<file path="src/rtl/tmip_action_sched.sv">
// rtl/tmip_action_sched.sv - TMIP action-list sequencer
//
// Buffers one action set (up to DEPTH codes) and issues it to the image
// datapath one command at a time. It tracks the running image side length
// and ping-pong SRAM bank selection between commands.
// Optional feature macro: TMIP_SKIP_NOP_EN. When defined, size-neutral
// resizes are consumed internally instead of being issued.
//
// Ports:
//   clk, rst_n            clock, asynchronous active-low reset
//   in_valid, img_size    image-load frame; side length taken on its first cycle
//   in_valid_2, action    action-set frame, one action code per cycle
//   dp_ready, dp_done     datapath accept and one-cycle completion pulse
//   cmd_valid, cmd_op,    command offer: action code, side length before the
//   cmd_size, cmd_src_bank,  action, and the SRAM banks to read and write
//   cmd_dst_bank
//   busy                  sequencer is not idle
//   seq_done              one-cycle pulse after the final command completes
//   err_overflow          sticky; the last action set exceeded DEPTH entries
module tmip_action_sched #(
  parameter int DEPTH = 16
) (
  input  logic       clk,
  input  logic       rst_n,
  input  logic       in_valid,
  input  logic [4:0] img_size,
  input  logic       in_valid_2,
  input  logic [2:0] action,
  input  logic       dp_ready,
  input  logic       dp_done,
  output logic       cmd_valid,
  output logic [2:0] cmd_op,
  output logic [4:0] cmd_size,
  output logic [1:0] cmd_src_bank,
  output logic [1:0] cmd_dst_bank,
  output logic       busy,
  output logic       seq_done,
  output logic       err_overflow
);

  localparam int CNT_W = $clog2(DEPTH + 1);
  localparam int PTR_W = (DEPTH > 1) ? $clog2(DEPTH) : 1;

  typedef enum logic [2:0] {
    IDLE,
    CAPTURE,
    ISSUE,
    WAIT,
    DONE
  } state_e;

  state_e           state_q;
  logic             in_valid_q;
  logic [4:0]       base_size_q;
  logic [CNT_W-1:0] wr_cnt_q;
  logic [CNT_W-1:0] rd_ptr_q;
  logic [2:0]       mem_q [DEPTH];

  logic             cmd_valid_q;
  logic [2:0]       cmd_op_q;
  logic [4:0]       cmd_size_q;
  logic [1:0]       cmd_src_q;
  logic [1:0]       cmd_dst_q;
  logic             seq_done_q;
  logic             err_q;

  // Next-command values, used whenever a new entry is loaded into ISSUE.
  logic             load_en;
  logic [CNT_W-1:0] rd_ptr_d;
  logic [2:0]       cmd_op_d;
  logic [4:0]       cmd_size_d;
  logic [1:0]       cmd_src_d;
  logic [1:0]       cmd_dst_d;
  logic             cmd_nop_d;

  logic [CNT_W-1:0] adv_ptr;
  logic [2:0]       adv_op;
  logic [4:0]       size_after;

  logic             wr_en;
  logic [PTR_W-1:0] wr_addr;

  always_comb begin
    adv_ptr = rd_ptr_q + CNT_W'(1);
    // Running off the end of the buffer yields an implicit cross-correlation.
    adv_op  = (adv_ptr < wr_cnt_q) ? mem_q[adv_ptr[PTR_W-1:0]] : 3'd0;

    size_after = cmd_size_q;
    case (cmd_op_q)
      3'd1, 3'd7: if (cmd_size_q > 5'd4)  size_after = cmd_size_q >> 1;
      3'd6:       if (cmd_size_q < 5'd16) size_after = cmd_size_q << 1;
      default:    size_after = cmd_size_q;
    endcase

    load_en    = 1'b0;
    rd_ptr_d   = '0;
    cmd_op_d   = mem_q[0];
    cmd_size_d = base_size_q;
    cmd_src_d  = 2'd0;
    case (state_q)
      CAPTURE: begin
        // Each set restarts from the original image in bank 0.
        if (!in_valid_2) load_en = 1'b1;
      end
      ISSUE: begin
        // A skipped size-neutral action: advance without touching banks.
        if (!cmd_valid_q) begin
          load_en    = 1'b1;
          rd_ptr_d   = adv_ptr;
          cmd_op_d   = adv_op;
          cmd_size_d = cmd_size_q;
          cmd_src_d  = cmd_src_q;
        end
      end
      WAIT: begin
        if (dp_done && (cmd_op_q != 3'd0)) begin
          load_en    = 1'b1;
          rd_ptr_d   = adv_ptr;
          cmd_op_d   = adv_op;
          cmd_size_d = size_after;
          cmd_src_d  = cmd_dst_q;
        end
      end
      default: load_en = 1'b0;
    endcase

    // Cross-correlation writes nothing, so it keeps the source bank.
    if (cmd_op_d == 3'd0)       cmd_dst_d = cmd_src_d;
    else if (cmd_src_d == 2'd1) cmd_dst_d = 2'd2;
    else                        cmd_dst_d = 2'd1;

`ifdef TMIP_SKIP_NOP_EN
    cmd_nop_d = (((cmd_op_d == 3'd1) || (cmd_op_d == 3'd7)) && (cmd_size_d <= 5'd4)) ||
                ((cmd_op_d == 3'd6) && (cmd_size_d >= 5'd16));
`else
    cmd_nop_d = 1'b0;
`endif

    wr_en   = in_valid_2 && ((state_q == IDLE) ||
              ((state_q == CAPTURE) && (wr_cnt_q < CNT_W'(DEPTH))));
    wr_addr = (state_q == IDLE) ? '0 : wr_cnt_q[PTR_W-1:0];
  end

  // Action storage needs no reset: entries are only read below wr_cnt_q.
  always_ff @(posedge clk) begin
    if (wr_en) mem_q[wr_addr] <= action;
  end

  always_ff @(posedge clk or negedge rst_n) begin
    if (!rst_n) begin
      state_q     <= IDLE;
      in_valid_q  <= 1'b0;
      base_size_q <= '0;
      wr_cnt_q    <= '0;
      rd_ptr_q    <= '0;
      cmd_valid_q <= 1'b0;
      cmd_op_q    <= '0;
      cmd_size_q  <= '0;
      cmd_src_q   <= '0;
      cmd_dst_q   <= '0;
      seq_done_q  <= 1'b0;
      err_q       <= 1'b0;
    end else begin
      in_valid_q <= in_valid;
      case (state_q)
        IDLE: begin
          if (in_valid && !in_valid_q) base_size_q <= img_size;
          if (in_valid_2) begin
            wr_cnt_q <= CNT_W'(1);
            err_q    <= 1'b0;
            state_q  <= CAPTURE;
          end
        end
        CAPTURE: begin
          if (in_valid_2) begin
            if (wr_cnt_q < CNT_W'(DEPTH)) wr_cnt_q <= wr_cnt_q + CNT_W'(1);
            else                          err_q    <= 1'b1;
          end
        end
        ISSUE: begin
          if (cmd_valid_q && dp_ready) begin
            cmd_valid_q <= 1'b0;
            state_q     <= WAIT;
          end
        end
        WAIT: begin
          if (dp_done && (cmd_op_q == 3'd0)) begin
            seq_done_q <= 1'b1;
            state_q    <= DONE;
          end
        end
        DONE: begin
          seq_done_q <= 1'b0;
          state_q    <= IDLE;
        end
        default: state_q <= IDLE;
      endcase

      if (load_en) begin
        rd_ptr_q    <= rd_ptr_d;
        cmd_op_q    <= cmd_op_d;
        cmd_size_q  <= cmd_size_d;
        cmd_src_q   <= cmd_src_d;
        cmd_dst_q   <= cmd_dst_d;
        cmd_valid_q <= !cmd_nop_d;
        state_q     <= ISSUE;
      end
    end
  end

  assign cmd_valid    = cmd_valid_q;
  assign cmd_op       = cmd_op_q;
  assign cmd_size     = cmd_size_q;
  assign cmd_src_bank = cmd_src_q;
  assign cmd_dst_bank = cmd_dst_q;
  assign busy         = (state_q != IDLE);
  assign seq_done     = seq_done_q;
  assign err_overflow = err_q;

endmodule

</file>
<file path="config.mk">
export PLATFORM = sky130hd
export DESIGN_NAME = tmip_action_sched
export DESIGN_NICKNAME = d
export VERILOG_FILES = /design/src/rtl/tmip_action_sched.sv
export SDC_FILE = /design/constraint.sdc
export NUM_CORES = 1
export LEC_CHECK = 0
export CAP_MARGIN = 20
export CORE_MARGIN = 3
export CORE_UTILIZATION = 40
export CTS_BUF_LIST = sky130_fd_sc_hd__clkbuf_16
export CTS_CLUSTER_SIZE = 28
export DETAILED_ROUTE_END_ITERATION = 16
export DONT_BUFFER_PORTS = 1
export PLACE_DENSITY_LB_ADDON = 0.2
export SKIP_LAST_GASP = 1
export SLEW_MARGIN = 30
export SYNTH_ARGS = -nofsm -noshare
export SYNTH_HDL_FRONTEND = slang
export SYNTH_SLANG_ARGS = --single-unit
</file>
<file path="constraint.sdc">
create_clock -name clk -period 4.6 [get_ports clk]
set_input_delay 1.15 -clock clk [delete_from_list [all_inputs] [get_ports clk]]
set_output_delay 1.15 -clock clk [all_outputs]
set_load 0.02 [all_outputs]
</file>
==> reports/metrics.csv <==
stage,metric,value,unit
status,run_status,"finished, final reports clean",
synth,post_synth_num_cell_types,49,
power,power.share.combinational,34.7,%
floorplanning,floorplan.io_pins,30,
floorplanning,core_area,9280,um^2
synth,synthArstFlopShare,41.5,%
cts,cts-htree-levels,3,
timing,max_freq,327,MHz
power,internal_power,1.85,mW
floorplanning,initial_core_util,41.5,%
placed_design,placedInstanceArea,3950,um^2
synth,netlist_area,3860,um^2
detailed_routing,detailroute.via_count,2267,
global_route,global_route.overflow_total,0,
global_route,number_of_global_route_vias_before_repair,2370,
detailed_routing,drt_pre_antenna_iters,4,
finish,final-instance-count-excl-fill,423,
setup_path,worst-endpoint-required,4.81,ns
timing,tightest_slew,0.879,ns
timing,totalNegativeSetupSlack,0,ns
setup_path,critPathSlowestCell,ha_1,
setup_path,critical_path.top_delay_family,multiplexers,
finish,final_core_util,45.7,%
cts,postCtsSetupRepairBufs,0,
finish,layout.nets,309,
global_route,groute.usage.overall,14.9,%
cts,post_cts_hold_buffer_count,0,
floorplanning,die_height,104,um
setup_path,critical_path_depth,7,
synth,cells_after_synth,289,
detailed_routing,remaining_drc_errors,0,
cts,clock_latency,0.33,ns
finish,finish.instance_area,4250,um^2
timing,timing.final.hold_violations,0,
detailed_routing,route.final.wire_length,7460,um
power,power_switching,1.12,mW
placed_design,dpl_worst_slack,1.53,ns
floorplanning,die-area,10900,um^2
cts,tritoncts_sinks,82,
timing,layout_worst_path_cycle_share,66.5,%
power,clkPwrFrac,24.2,%
cts,clock_tree.buffer_depth,2,
timing,rsz0062_at_grt,no,
synth,syn-num-nets,309,
power,power,2.97,mW
timing,finalCriticalPeriod,3.06,ns
synth,seq_area_frac_synth,59.4,%
floorplanning,die-width,104,um
synth,synth_top_flop_cell,edfxtp_1,
power,leakagePower,1.65,nW
power,power.share.sequential,41.1,%
setup_path,crit_path_max_fanout,17,
synth,syn-mean-instance-area,13.3,um^2
flow_run,cap_violations,0,
setup_path,worst-r2r-cell-count,7,
setup_path,timing.setup.critical_path_class,flip-flop to flip-flop,
finish,multi_input_logic_area,1460,um^2
timing,report.final.slew_viol_count,0,
setup_path,crit_path_start_kind,flip-flop,
timing,timing.hold.ws,0.504,ns
cts,ctsRootBufferMaster,clkbuf_16,
power,power_per_cell_area,700,nW/um^2
finish,areaGrowthSynthToFinish,10.1,%
cts,tritoncts.num_buffers,9,
placed_design,dp_cells,407,
placed_design,dp_hpwl,5220,um
cts,cts_tree,yes,
synth,ys_seq_elements,82,
finish,fillerInstances,868,
timing,layout_setup_ws,1.54,ns
setup_path,crit_path_max_incr_delay,0.79,ns
cts,cts.repair.resized,0,
power,power_switching_share,37.7,%
setup_path,critPathBufInv,0,
finish,seq_area,2290,um^2
synth,ys_warn_count,0,
global_route,grt_max_degree,35,
finish,layout_common_cells,"edfxtp_1, nor2_1, dfrtp_1",
timing,final.setup_skew,0.00932,ns
detailed_routing,drt-vias-per-instance,5.36,
detailed_routing,final_antenna_net_count,0,
timing,timing.final.setup_violations,0,
finish,final_layout_size_suffix_gt1_share,11.6,%
synth,synth_enable_flop_cells,48,
placed_design,number_of_input_and_output_port_buffers_inserted,0,
power,vdd.ir_drop.worst,0.287,mV
setup_path,cp.arrival,3.27,ns
placed_design,place.gp.congestion,0.808,
cts,clk_pin_slew,0.06,ns
floorplanning,std_cell_rows,35,
setup_path,timing.critical_path.cells,ha_1 -> mux4_1 -> mux2i_1 -> mux2_2 -> a31oi_4 -> and3_1 -> a211o_1,
timing,max-slew-margin-rel,41.4,%
hold_path,min_path_type,input port to asynchronous set/reset pin,
setup_path,endpoint_kind,flip-flop,
detailed_routing,routedWlPerCell,17.6,um
global_route,grt_antenna_before_repair,0,
finish,final_common_cell,edfxtp_1,
finish,antenna_cells,0,
detailed_routing,detail_route.iter0.violations,108,
global_route,grt_pass1_wl,12800,um
==> metal layers <==
metal  track usage (%)  vias up  share of wire, %
met5                 0        -                 0
met4              4.94        0               1.4
met3              4.35        8               4.8
met2              22.2       44                46
met1              21.0     1132                48
li1                  -     1083                 -
==> cell families after synthesis <==
| family | synth area share [%] |
|---|---|
| simple gates | 11.7 |
| flops | 59.4 |
| compound gates | 8.31 |
| mux | 14.7 |
| buf+inv | 2.76 |
| fa+ha+maj | 1.95 |
| xor+xnor | 1.17 |
==> final cells by class <==
type | count | area share (%)
clock buffer | 9 | 5.30
clock inverter | 7 | 1.80
inverter | 9 | 0.796
multi-input combinational | 187 | 34.3
sequential | 82 | 54.0
tap | 129 | 3.80
==> power by group through the flow <==
stage	clock [mW]	combinational, mW	sequential, mW
2_1_floorplan	0	0.949	1.13
5_1_grt	0.772	1.17	1.25
3_5_place_dp	0	1.05	1.24
3_3_place_gp	0	1.03	1.24
6_report	0.718	1.03	1.22
4_1_cts	0.735	1.05	1.22
==> cell usage after synthesis, types with 6 or more instances <==
cell	count	area, um^2
nand3_1	7	35.0
mux4_1	11	289
nand2_1	24	90.1
edfxtp_1	48	1440
inv_1	9	33.8
dfrtp_1	34	851
nor3_1	8	40.0
o21ai_0	14	70.1
mux2i_1	10	100
clkbuf_1	6	22.5
nor2_1	36	135
ha_1	6	75.1
mux2_2	7	78.8
a21oi_1	14	70.1
==> flip-flops by register name, indices dropped and copies added (netlist names), 2 cells and up <==
signal / flops
base_size_q: 5
state_q: 3
rd_ptr_q: 5
wr_cnt_q: 5
mem_q: 48
cmd_src_bank: 2
cmd_dst_bank: 2
cmd_op: 3
cmd_size: 5
==> path summary, 6_finish.rpt <==
check	endpoint	slack, ns	from
max reg2reg	cmd_dst_bank[1]	1.54	rd_ptr_q[0]
min	base_size_q[2]	0.50	rst_n
min reg2reg	base_size_q[3]	0.51	base_size_q[3]
max	cmd_dst_bank[1]	1.54	rd_ptr_q[0]
min in group clk	base_size_q[3]	0.51	base_size_q[3]
max in group asynchronous	cmd_src_bank[1]	4.01	rst_n
Note: power is estimated with default switching activity, not from simulation.
